===== config.mk =====
export PLATFORM = sky130hd
export DESIGN_NAME = lsu_ctrl
export DESIGN_NICKNAME = d
export VERILOG_FILES = /design/src/rtl/lsu_ctrl.sv
export SDC_FILE = /design/constraint.sdc
export NUM_CORES = 1
export LEC_CHECK = 0
export CORE_MARGIN = 4
export CORE_UTILIZATION = 36
export DETAILED_ROUTE_END_ITERATION = 8
export HOLD_SLACK_MARGIN = 0.06
export PLACE_DENSITY = 0.79
export SETUP_SLACK_MARGIN = 0.15
export SLEW_MARGIN = 20
export SYNTH_ARGS = -nofsm -noshare
export SYNTH_HDL_FRONTEND = slang
export SYNTH_SLANG_ARGS = --single-unit
export TNS_END_PERCENT = 1

===== constraint.sdc =====
create_clock -name clk -period 2 [get_ports clk]
set_clock_uncertainty 0.15 [all_clocks]
set_input_delay 0.2 -clock clk [delete_from_list [all_inputs] [get_ports clk]]
set_output_delay 0.2 -clock clk [all_outputs]
set_load 0.01 [all_outputs]

===== src/rtl/lsu_ctrl.sv =====
// lsu_ctrl: load/store unit controller between a single-issue pipeline and a
// byte-addressed data memory. It decodes RV32I load/store width codes,
// rejects illegal, misaligned and out-of-range accesses, issues one memory
// command per access and returns extended load data through a valid/ready
// response handshake. Every output comes straight from a flop.

module lsu_ctrl #(
  parameter int unsigned MEM_BYTES = 128
) (
  input  logic                           clk,
  input  logic                           reset,
  input  logic                           req_valid,
  output logic                           req_ready,
  input  logic                           req_we,
  input  logic [2:0]                     req_funct3,
  input  logic [31:0]                    req_addr,
  input  logic [31:0]                    req_wdata,
  output logic                           rsp_valid,
  input  logic                           rsp_ready,
  output logic [31:0]                    rsp_rdata,
  output logic                           rsp_err,
  output logic [1:0]                     mem_rwe,
  output logic [$clog2(MEM_BYTES)-1:0]   mem_addr,
  output logic [31:0]                    mem_wdata,
  input  logic [31:0]                    mem_rdata
);

  localparam int unsigned AW = $clog2(MEM_BYTES);

  typedef enum logic [2:0] {
    IDLE    = 3'd0,
    ST_WR   = 3'd1,
    LD_ADDR = 3'd2,
    LD_DATA = 3'd3,
    RESP    = 3'd4
  } state_t;

  // Store width code to memory command; 0 marks an illegal store code.
  function automatic logic [1:0] f_store_code(input logic [2:0] f3);
    case (f3)
      3'b000:  return 2'd3;
      3'b001:  return 2'd2;
      3'b010:  return 2'd1;
      default: return 2'd0;
    endcase
  endfunction

  // Legal RV32I load width/sign codes.
  function automatic logic f_load_legal(input logic [2:0] f3);
    case (f3)
      3'b000, 3'b001, 3'b010, 3'b100, 3'b101: return 1'b1;
      default:                                return 1'b0;
    endcase
  endfunction

  // Size field 01 is a halfword, 10 a word; bytes are never misaligned.
  function automatic logic f_misaligned(input logic [1:0] size, input logic [1:0] a);
    case (size)
      2'b01:   return a[0];
      2'b10:   return (a != 2'b00);
      default: return 1'b0;
    endcase
  endfunction

  // Memory returns the addressed byte in [7:0]; only access-width bits are used.
  function automatic logic [31:0] f_extend(input logic [2:0] f3, input logic [31:0] d);
    case (f3)
      3'b000:  return {{24{d[7]}}, d[7:0]};
      3'b001:  return {{16{d[15]}}, d[15:0]};
      3'b010:  return d;
      3'b100:  return {24'd0, d[7:0]};
      3'b101:  return {16'd0, d[15:0]};
      default: return 32'd0;
    endcase
  endfunction

  state_t         r_state;
  state_t         w_state_nxt;
  logic [2:0]     r_funct3;
  logic [2:0]     w_funct3_nxt;
  logic           r_req_ready;
  logic           w_req_ready_nxt;
  logic [1:0]     r_mem_rwe;
  logic [1:0]     w_mem_rwe_nxt;
  logic [AW-1:0]  r_mem_addr;
  logic [AW-1:0]  w_mem_addr_nxt;
  logic [31:0]    r_mem_wdata;
  logic [31:0]    w_mem_wdata_nxt;
  logic           r_rsp_valid;
  logic           w_rsp_valid_nxt;
  logic [31:0]    r_rsp_rdata;
  logic [31:0]    w_rsp_rdata_nxt;
  logic           r_rsp_err;
  logic           w_rsp_err_nxt;

  logic           w_accept;
  logic [1:0]     w_st_code;
  logic           w_req_err;

  assign w_accept  = req_valid & r_req_ready;
  assign w_st_code = f_store_code(req_funct3);
  assign w_req_err = (req_we ? (w_st_code == 2'd0) : !f_load_legal(req_funct3))
                   | f_misaligned(req_funct3[1:0], req_addr[1:0])
                   | (|req_addr[31:AW]);

  // State register.
  always_ff @(posedge clk or negedge reset) begin
    if (!reset) begin
      r_state <= IDLE;
    end else begin
      r_state <= w_state_nxt;
    end
  end

  // Next-state and next-output decode; the memory command defaults to read/idle
  // so a store command can only ever last the single cycle spent in ST_WR.
  always_comb begin
    w_state_nxt     = r_state;
    w_funct3_nxt    = r_funct3;
    w_mem_rwe_nxt   = 2'd0;
    w_mem_addr_nxt  = r_mem_addr;
    w_mem_wdata_nxt = r_mem_wdata;
    w_rsp_valid_nxt = r_rsp_valid;
    w_rsp_rdata_nxt = r_rsp_rdata;
    w_rsp_err_nxt   = r_rsp_err;
    case (r_state)
      IDLE: begin
        if (w_accept) begin
          w_funct3_nxt = req_funct3;
          if (w_req_err) begin
            w_state_nxt     = RESP;
            w_rsp_valid_nxt = 1'b1;
            w_rsp_err_nxt   = 1'b1;
            w_rsp_rdata_nxt = 32'd0;
          end else if (req_we) begin
            w_state_nxt     = ST_WR;
            w_mem_rwe_nxt   = w_st_code;
            w_mem_addr_nxt  = req_addr[AW-1:0];
            w_mem_wdata_nxt = req_wdata;
          end else begin
            w_state_nxt    = LD_ADDR;
            w_mem_addr_nxt = req_addr[AW-1:0];
          end
        end else begin
          w_state_nxt = IDLE;
        end
      end
      ST_WR: begin
        w_state_nxt     = RESP;
        w_rsp_valid_nxt = 1'b1;
        w_rsp_err_nxt   = 1'b0;
        w_rsp_rdata_nxt = 32'd0;
      end
      LD_ADDR: begin
        w_state_nxt = LD_DATA;
      end
      LD_DATA: begin
        w_state_nxt     = RESP;
        w_rsp_valid_nxt = 1'b1;
        w_rsp_err_nxt   = 1'b0;
        w_rsp_rdata_nxt = f_extend(r_funct3, mem_rdata);
      end
      RESP: begin
        if (rsp_ready) begin
          w_state_nxt     = IDLE;
          w_rsp_valid_nxt = 1'b0;
          w_rsp_err_nxt   = 1'b0;
          w_rsp_rdata_nxt = 32'd0;
        end else begin
          w_state_nxt = RESP;
        end
      end
      default: begin
        w_state_nxt     = IDLE;
        w_rsp_valid_nxt = 1'b0;
        w_rsp_err_nxt   = 1'b0;
        w_rsp_rdata_nxt = 32'd0;
      end
    endcase
    w_req_ready_nxt = (w_state_nxt == IDLE);
  end

  // Output and context registers; req_ready stays low during reset and rises
  // on the first edge after release.
  always_ff @(posedge clk or negedge reset) begin
    if (!reset) begin
      r_funct3    <= 3'd0;
      r_req_ready <= 1'b0;
      r_mem_rwe   <= 2'd0;
      r_mem_addr  <= '0;
      r_mem_wdata <= 32'd0;
      r_rsp_valid <= 1'b0;
      r_rsp_rdata <= 32'd0;
      r_rsp_err   <= 1'b0;
    end else begin
      r_funct3    <= w_funct3_nxt;
      r_req_ready <= w_req_ready_nxt;
      r_mem_rwe   <= w_mem_rwe_nxt;
      r_mem_addr  <= w_mem_addr_nxt;
      r_mem_wdata <= w_mem_wdata_nxt;
      r_rsp_valid <= w_rsp_valid_nxt;
      r_rsp_rdata <= w_rsp_rdata_nxt;
      r_rsp_err   <= w_rsp_err_nxt;
    end
  end

  assign req_ready = r_req_ready;
  assign mem_rwe   = r_mem_rwe;
  assign mem_addr  = r_mem_addr;
  assign mem_wdata = r_mem_wdata;
  assign rsp_valid = r_rsp_valid;
  assign rsp_rdata = r_rsp_rdata;
  assign rsp_err   = r_rsp_err;

endmodule


==> results of run 1 <==
## registers in the layout, indices dropped and copies added (netlist names)
| signal | flops |
|---|---|
| mem_rwe | 2 |
| req_ready | 1 |
| r_funct3 | 3 |
| rsp_rdata | 32 |
| mem_addr | 7 |
| mem_wdata | 32 |
| rsp_valid | 1 |
| rsp_err | 1 |
| r_state | 3 |
## cell families after synthesis
family | share of synthesized area [%]
and+or+nand+nor | 7.87
DFF | 58.7
AOI/OAI and AO/OA | 15.7
adders and majority gates | 1.07
buffers and inverters | 2.90
muxes | 13.8
## synthesized netlist by cell type (all sizes together)
library cell | count | share of area (%)
mux2i | 2 | 0.57
nor4b | 1 | 0.68
nand3 | 1 | 0.14
a22o | 16 | 4.0
nand2 | 17 | 1.8
o2bb2ai | 18 | 5.0
buf | 9 | 1.7
and3 | 1 | 0.18
nor2 | 12 | 1.3
nor2b | 4 | 0.72
mux2 | 41 | 13
a21oi | 26 | 3.8
inv | 4 | 0.43
nand4 | 3 | 0.72
a211o | 2 | 0.50
nor3 | 6 | 0.86
o311a | 1 | 0.29
nand2b | 1 | 0.18
or2 | 2 | 0.36
clkbuf | 7 | 0.75
nor4 | 4 | 0.72
ha | 3 | 1.1
dfrtp | 82 | 59
o21ai | 11 | 1.6
o311ai | 1 | 0.25
a21boi | 1 | 0.21
or4 | 1 | 0.21
## power breakdown
part	internal, mW	leakage (nW)	switching, mW
logic	0.595	1.55	0.590
registers	1.73	1.13	0.0815
clock network	0.579	0.0828	0.586
total	2.90	2.76	1.26
## path summary, 6_finish.rpt
check                                     start                        end  slack [ns]  cells past startpoint
setup / recovery                  req_funct3[1]  mem_wdata[12]$_DFFE_PN0P_        0.06                     11
hold / removal                    req_funct3[1]    r_funct3[1]$_DFFE_PN0P_        0.15                      4
setup reg to reg           r_state[0]$_DFF_PN0_   mem_wdata[4]$_DFFE_PN0P_        0.10                      8
hold reg to reg             rsp_err$_DFFE_PN0P_        rsp_err$_DFFE_PN0P_        0.34                      1
max in group asynchronous                 reset  mem_wdata[25]$_DFFE_PN0P_        0.85                      3
min in group asynchronous                 reset  rsp_rdata[22]$_DFFE_PN0P_        0.23                      2
## tightest hold or removal path, cell delays in order
cell and delay [ns]:
clkdlybuf4s15_2 0.21, buf_4 0.11, nand2_1 0.03, o21ai_0 0.05
## stage by stage
step	cell area, µm²	utilization (%)
floorplan	3520	-
global placement	5630	60.3
detailed placement	5630	60.3
CTS	6060	64.9
global route	6110	65.5
finish	6110	65.5
## layer usage
| layer | vias to the layer above | part of all wire, % | track usage (%) |
|---|---|---|---|
| met4 | 0 | 1.4 | 4.84 |
| met3 | 10 | 7.6 | 6.74 |
| met5 | - | 0 | 0 |
| met1 | 1522 | 40 | 21.8 |
| met2 | 114 | 51 | 32.6 |
| li1 | 1459 | - | - |
## cell type report
type | count | share of cell area (%)
timing repair buffer | 223 | 36.8
sequential | 82 | 33.6
multi-input combinational | 175 | 23.7
tap | 129 | 2.64
clock buffer | 12 | 2.21
clock inverter | 4 | 0.860
inverter | 4 | 0.246
## what timing repair did
item / CTS / global route
gates resized for setup: 44 / 6
pin swaps: 14 / 6
hold endpoints to repair: 41 / 0
hold buffers: 1 / 0
cloned: 3 / 0
buffers inserted: 12 / 1
setup endpoints to repair: 78 / 75
==> summary.md, run 1 <==
| Metric | Value |
|---|---|
| P&R area growth vs syn | `74.7%` |
| Syn Nets | `384` |
| Num CTS Buffers | `9` |
| Clock tree buffer depth | `2` |
| Die Span Y | `107 µm` |
| DRT Wirelength | `10600 µm` |
| Clock Pin Slew Worst Setup and Hold Paths | `0.08 ns` |
| Largest net degree at the start of global routing | `43` |
| Unrepaired setup endpoints after global routing | `yes` |
| CTS Sinks | `82` |
| Starting Density | `37.5%` |
| Slew Limit Fails | `0` |
| Final setup fails | `0` |
| Power Total | `4.16 mW` |
| Crit end category | `flip-flop` |
| Yosys cell types | `32` |
| Syn avg cell area | `12.6 µm²` |
| Top Family by Delay on Critical Path | `buffers and inverters` |
| Core ar. | `0.00933 mm²` |
| Leak | `2.76 nW` |
| Register area | `0.00205 mm²` |
| Grt total ovfl | `0` |
| Post-Syn Area | `0.00350 mm²` |
| Commonest cells after routing, fill and taps aside | `clkdlybuf4s50_1, dfrtp_1, mux2_2` |
| Drt drc | `0` |
| Die W | `107 µm` |
| H-tree depth | `3` |
| GP Congestion | `0.804` |
| Number of synthesized register bits | `82` |
| Max_cap viols | `0` |
| Setup TNS | `0 ns` |
| CP Data Arrival Time | `2.01 ns` |
| Die area | `0.0114 mm²` |
| Layout net count | `602` |
| Tmin final | `1.94 ns` |
| Relative slew margins | `64.4%` |
| Total track usage | `18.7%` |
| TritonCTS clock tree | `built` |
| FMAX | `516 MHz` |
| WL per Instance | `16.9 µm` |
| Via count | `3105` |
| Cells after DPL | `596` |
| Buf/Inv on CP | `5` |
| Final hold viol count | `0` |
| Critical Path, Cell by Cell | `clkdlybuf4s15_2, inv_1, ha_1, o21ai_1, a21boi_2, nor2_2, nand4_1, buf_6, buf_12, buf_12, mux2_2` |
| CP required | `2.07 ns` |
| Clk_lat worst skew | `0.34 ns` |
| FP Rows | `35` |
| Critical path peak fanout | `9` |
| Share of cells above drive strength 1 | `24.2%` |
| Most common library cell in the layout ignoring fill and taps | `clkdlybuf4s50_1` |
| Period utilization | `96.8%` |
| Cell mode on critical path | `buf_12` |
| Diode count | `0` |
| Routed Antenna Nets | `0` |
| Hold Path Class | `primary input to flip-flop` |
| Port bufs | `179` |
| Crit path launch type | `primary input` |
| Setup slack after layout | `0.0638 ns` |
| Layout filler cell count | `727` |
| Pre-antenna DRT Iters | `4` |
| Peak supply drop | `0.433 mV` |
| Initial antenna violation count | `0` |
| Final HPWL DP | `7560 µm` |
| Slowest stage cell on the critical path | `mux2_2` |
| Area of the multi-input gates | `0.00145 mm²` |
| Worst hold margin | `0.150 ns` |
| CTS root buffer | `clkbuf_8` |
| First-pass GRT wire length | `16900 µm` |
| Crit path largest cell delay | `0.34 ns` |
| Avg Vias per Cell | `4.94` |
| Critical path class | `primary input to flip-flop` |
| Vias in the first global route | `3350` |
| I/O pin cnt | `180` |
| Actual slew at the worst max-slew pin | `0.534 ns` |
| Outcome | `finished, final reports clean` |
| Final std cells w/o fill | `629` |
| Fraction of the yosys area taken by sequential cells | `58.7%` |
| Ys Warns | `0` |
| Initial DRC count | `69` |
| PwrDens | `680 mW/mm²` |
| Cells after synthesis | `277` |
| Pre-CTS setup slack | `-0.529 ns` |
Note: power is estimated with default switching activity, not from simulation.
==> run 2: changes to the inputs <==
CORE_ASPECT_RATIO = 0.8   (was unset)
==> summary.md, run 2 (synthesis results as in run 1) <==
| Metric | Value |
|---|---|
| Leak | `2.88 nW (was 2.76 nW)` |
| Layout net count | `612 (was 602)` |
| Setup slack after layout | `0.0741 ns (was 0.0638 ns)` |
| Tmin final | `1.93 ns (was 1.94 ns)` |
| CP Data Arrival Time | `1.99 ns (was 2.01 ns)` |
| Grt total ovfl | `0 (unchanged)` |
| Port bufs | `179 (unchanged)` |
| Largest net degree at the start of global routing | `39 (was 43)` |
| CP required | `2.06 ns (was 2.07 ns)` |
| Clock Pin Slew Worst Setup and Hold Paths | `0.06 ns (was 0.08 ns)` |
| Final HPWL DP | `7880 µm (was 7560 µm)` |
| I/O pin cnt | `180 (unchanged)` |
| Commonest cells after routing, fill and taps aside | `clkdlybuf4s50_1, dfrtp_1, buf_4 (was clkdlybuf4s50_1, dfrtp_1, mux2_2)` |
| Critical path class | `primary input to flip-flop (unchanged)` |
| Final hold viol count | `0 (unchanged)` |
| H-tree depth | `3 (unchanged)` |
| Via count | `3166 (was 3105)` |
| Num CTS Buffers | `9 (unchanged)` |
| Crit. Startpoint | `req_addr[21] (was req_funct3[1])` |
| Period utilization | `96.3% (was 96.8%)` |
| TritonCTS clock tree | `built (unchanged)` |
| CTS root buffer | `clkbuf_16 (was clkbuf_8)` |
| Vias in the first global route | `3531 (was 3350)` |
| Peak supply drop | `0.586 mV (was 0.433 mV)` |
| Relative slew margins | `36.6% (was 64.4%)` |
| Initial antenna violation count | `0 (unchanged)` |
| Final setup fails | `0 (unchanged)` |
| Diode count | `0 (unchanged)` |
| Final std cells w/o fill | `625 (was 629)` |
| DRT Wirelength | `11500 µm (was 10600 µm)` |
| P&R area growth vs syn | `79.9% (was 74.7%)` |
| PwrDens | `746 mW/mm² (was 680 mW/mm²)` |
| Hold Path Origin | `req_funct3[1] (unchanged)` |
| FP Rows | `31 (was 35)` |
| Hold Path Class | `primary input to flip-flop (unchanged)` |
| Die Span Y | `96.2 µm (was 107 µm)` |
| Actual slew at the worst max-slew pin | `0.946 ns (was 0.534 ns)` |
| Max_cap viols | `0 (unchanged)` |
| GP Congestion | `0.855 (was 0.804)` |
| Hold Path Cell Cnt | `4 (unchanged)` |
| Slew Limit Fails | `0 (unchanged)` |
| Share of cells above drive strength 1 | `28.0% (was 24.2%)` |
| Critical path peak fanout | `4 (was 9)` |
| Core ar. | `0.00927 mm² (was 0.00933 mm²)` |
| Outcome | `finished, final reports clean (unchanged)` |
| Crit path launch type | `primary input (unchanged)` |
| FMAX | `519 MHz (was 516 MHz)` |
| Clk_lat worst skew | `0.33 ns (was 0.34 ns)` |
| Die area | `0.0114 mm² (about the same)` |
| FF-to-FF Start | `req_ready$_DFF_PN0_ (was r_state[0]$_DFF_PN0_)` |
| Crit end category | `flip-flop (unchanged)` |
| Unrepaired setup endpoints after global routing | `yes (unchanged)` |
| Cells after DPL | `585 (was 596)` |
| Reg2Reg Depth | `8 (unchanged)` |
| Worst hold margin | `0.133 ns (was 0.150 ns)` |
| CTS Sinks | `82 (unchanged)` |
| Total track usage | `20.9% (was 18.7%)` |
| Drt drc | `0 (unchanged)` |
| Avg Vias per Cell | `5.07 (was 4.94)` |
| WL per Instance | `18.4 µm (was 16.9 µm)` |
| Routed Antenna Nets | `0 (unchanged)` |
| Pre-CTS setup slack | `-0.531 ns (was -0.529 ns)` |
| Pre-antenna DRT Iters | `4 (unchanged)` |
| Die W | `118 µm (was 107 µm)` |
| Clock tree buffer depth | `2 (unchanged)` |
| Starting Density | `37.7% (was 37.5%)` |
| Initial DRC count | `219 (was 69)` |
| Most common library cell in the layout ignoring fill and taps | `clkdlybuf4s50_1 (unchanged)` |
| First-pass GRT wire length | `18600 µm (was 16900 µm)` |
run 2: changes by cell type in the layout (fill, tap and decap cells not counted), sizes merged, moves of 2 or more:
cell	previous run	this run
clkdlybuf4s15	5	3
buf	44	58
dlygate4sd2	13	15
clkinv	0	2
clkdlybuf4s50	158	152
run 2: cell type report:
| cell class | count | area (µm²) |
|---|---|---|
| fill | 725 | 2980 |
| timing repair buffer | 233 | 2280 |
| sequential | 82 | 2050 |
| multi-input combinational | 175 | 1510 |
| clock buffer | 11 | 233 |
| tap | 115 | 144 |
| clock inverter | 5 | 55.1 |
| inverter | 4 | 15.0 |
run 2: path summary, 6_finish.rpt:
kind	endpoint	slack (ns)
setup / recovery	r_state[2]$_DFF_PN0_	0.07
hold / removal	r_funct3[1]$_DFFE_PN0P_	0.13
setup reg to reg	mem_wdata[10]$_DFFE_PN0P_	0.10
hold reg to reg	rsp_rdata[17]$_DFFE_PN0P_	0.34
max in group asynchronous	mem_wdata[31]$_DFFE_PN0P_	0.91
min in group asynchronous	rsp_rdata[6]$_DFFE_PN0P_	0.17
run 2: power by group:
group / internal, mW / switching (mW) / total, mW
combinational: 0.642 / 0.644 / 1.29
clock: 0.964 / 0.646 / 1.61
sequential: 1.73 / 0.0678 / 1.80
run 2: repair_timing:
action | in CTS | in global routing
setup buffers | 18 | 2
gates resized for setup | 72 | 9
endpoints found under the hold margin | 82 | 0
hold buffers | 1 | 0
pin swaps | 17 | 9
endpoints found under the setup margin | 78 | 80
cloned | 3 | 0
run 2: per-stage QoR:
step	utilization (%)	power, mW	TNS, ns	area (µm²)
6_report	67.9	4.70	0	6290
5_1_grt	67.9	4.96	-0.505	6290
4_1_cts	67.6	4.72	0	6270
3_5_place_dp	60.7	3.00	-36.56	5630
3_3_place_gp	60.7	2.97	-30.79	5630
2_1_floorplan	-	2.44	0	3520
run 2: per-layer routing:
metal / GRT usage (%) / wire [µm] / up-vias
met5: 0 / 0 / -
met4: 5.56 / 153 / 0
met3: 8.81 / 1020 / 13
met2: 37.0 / 5800 / 134
met1: 23.4 / 4510 / 1546
li1: - / - / 1473
run 2: critical path: stages:
cell,delay [ns]
dlygate4sd2_1,0.23
nor4_1,0.29
nand4_1,0.22
buf_4,0.20
nor4b_4,0.36
buf_4,0.20
nor3_1,0.06
a211o_1,0.22
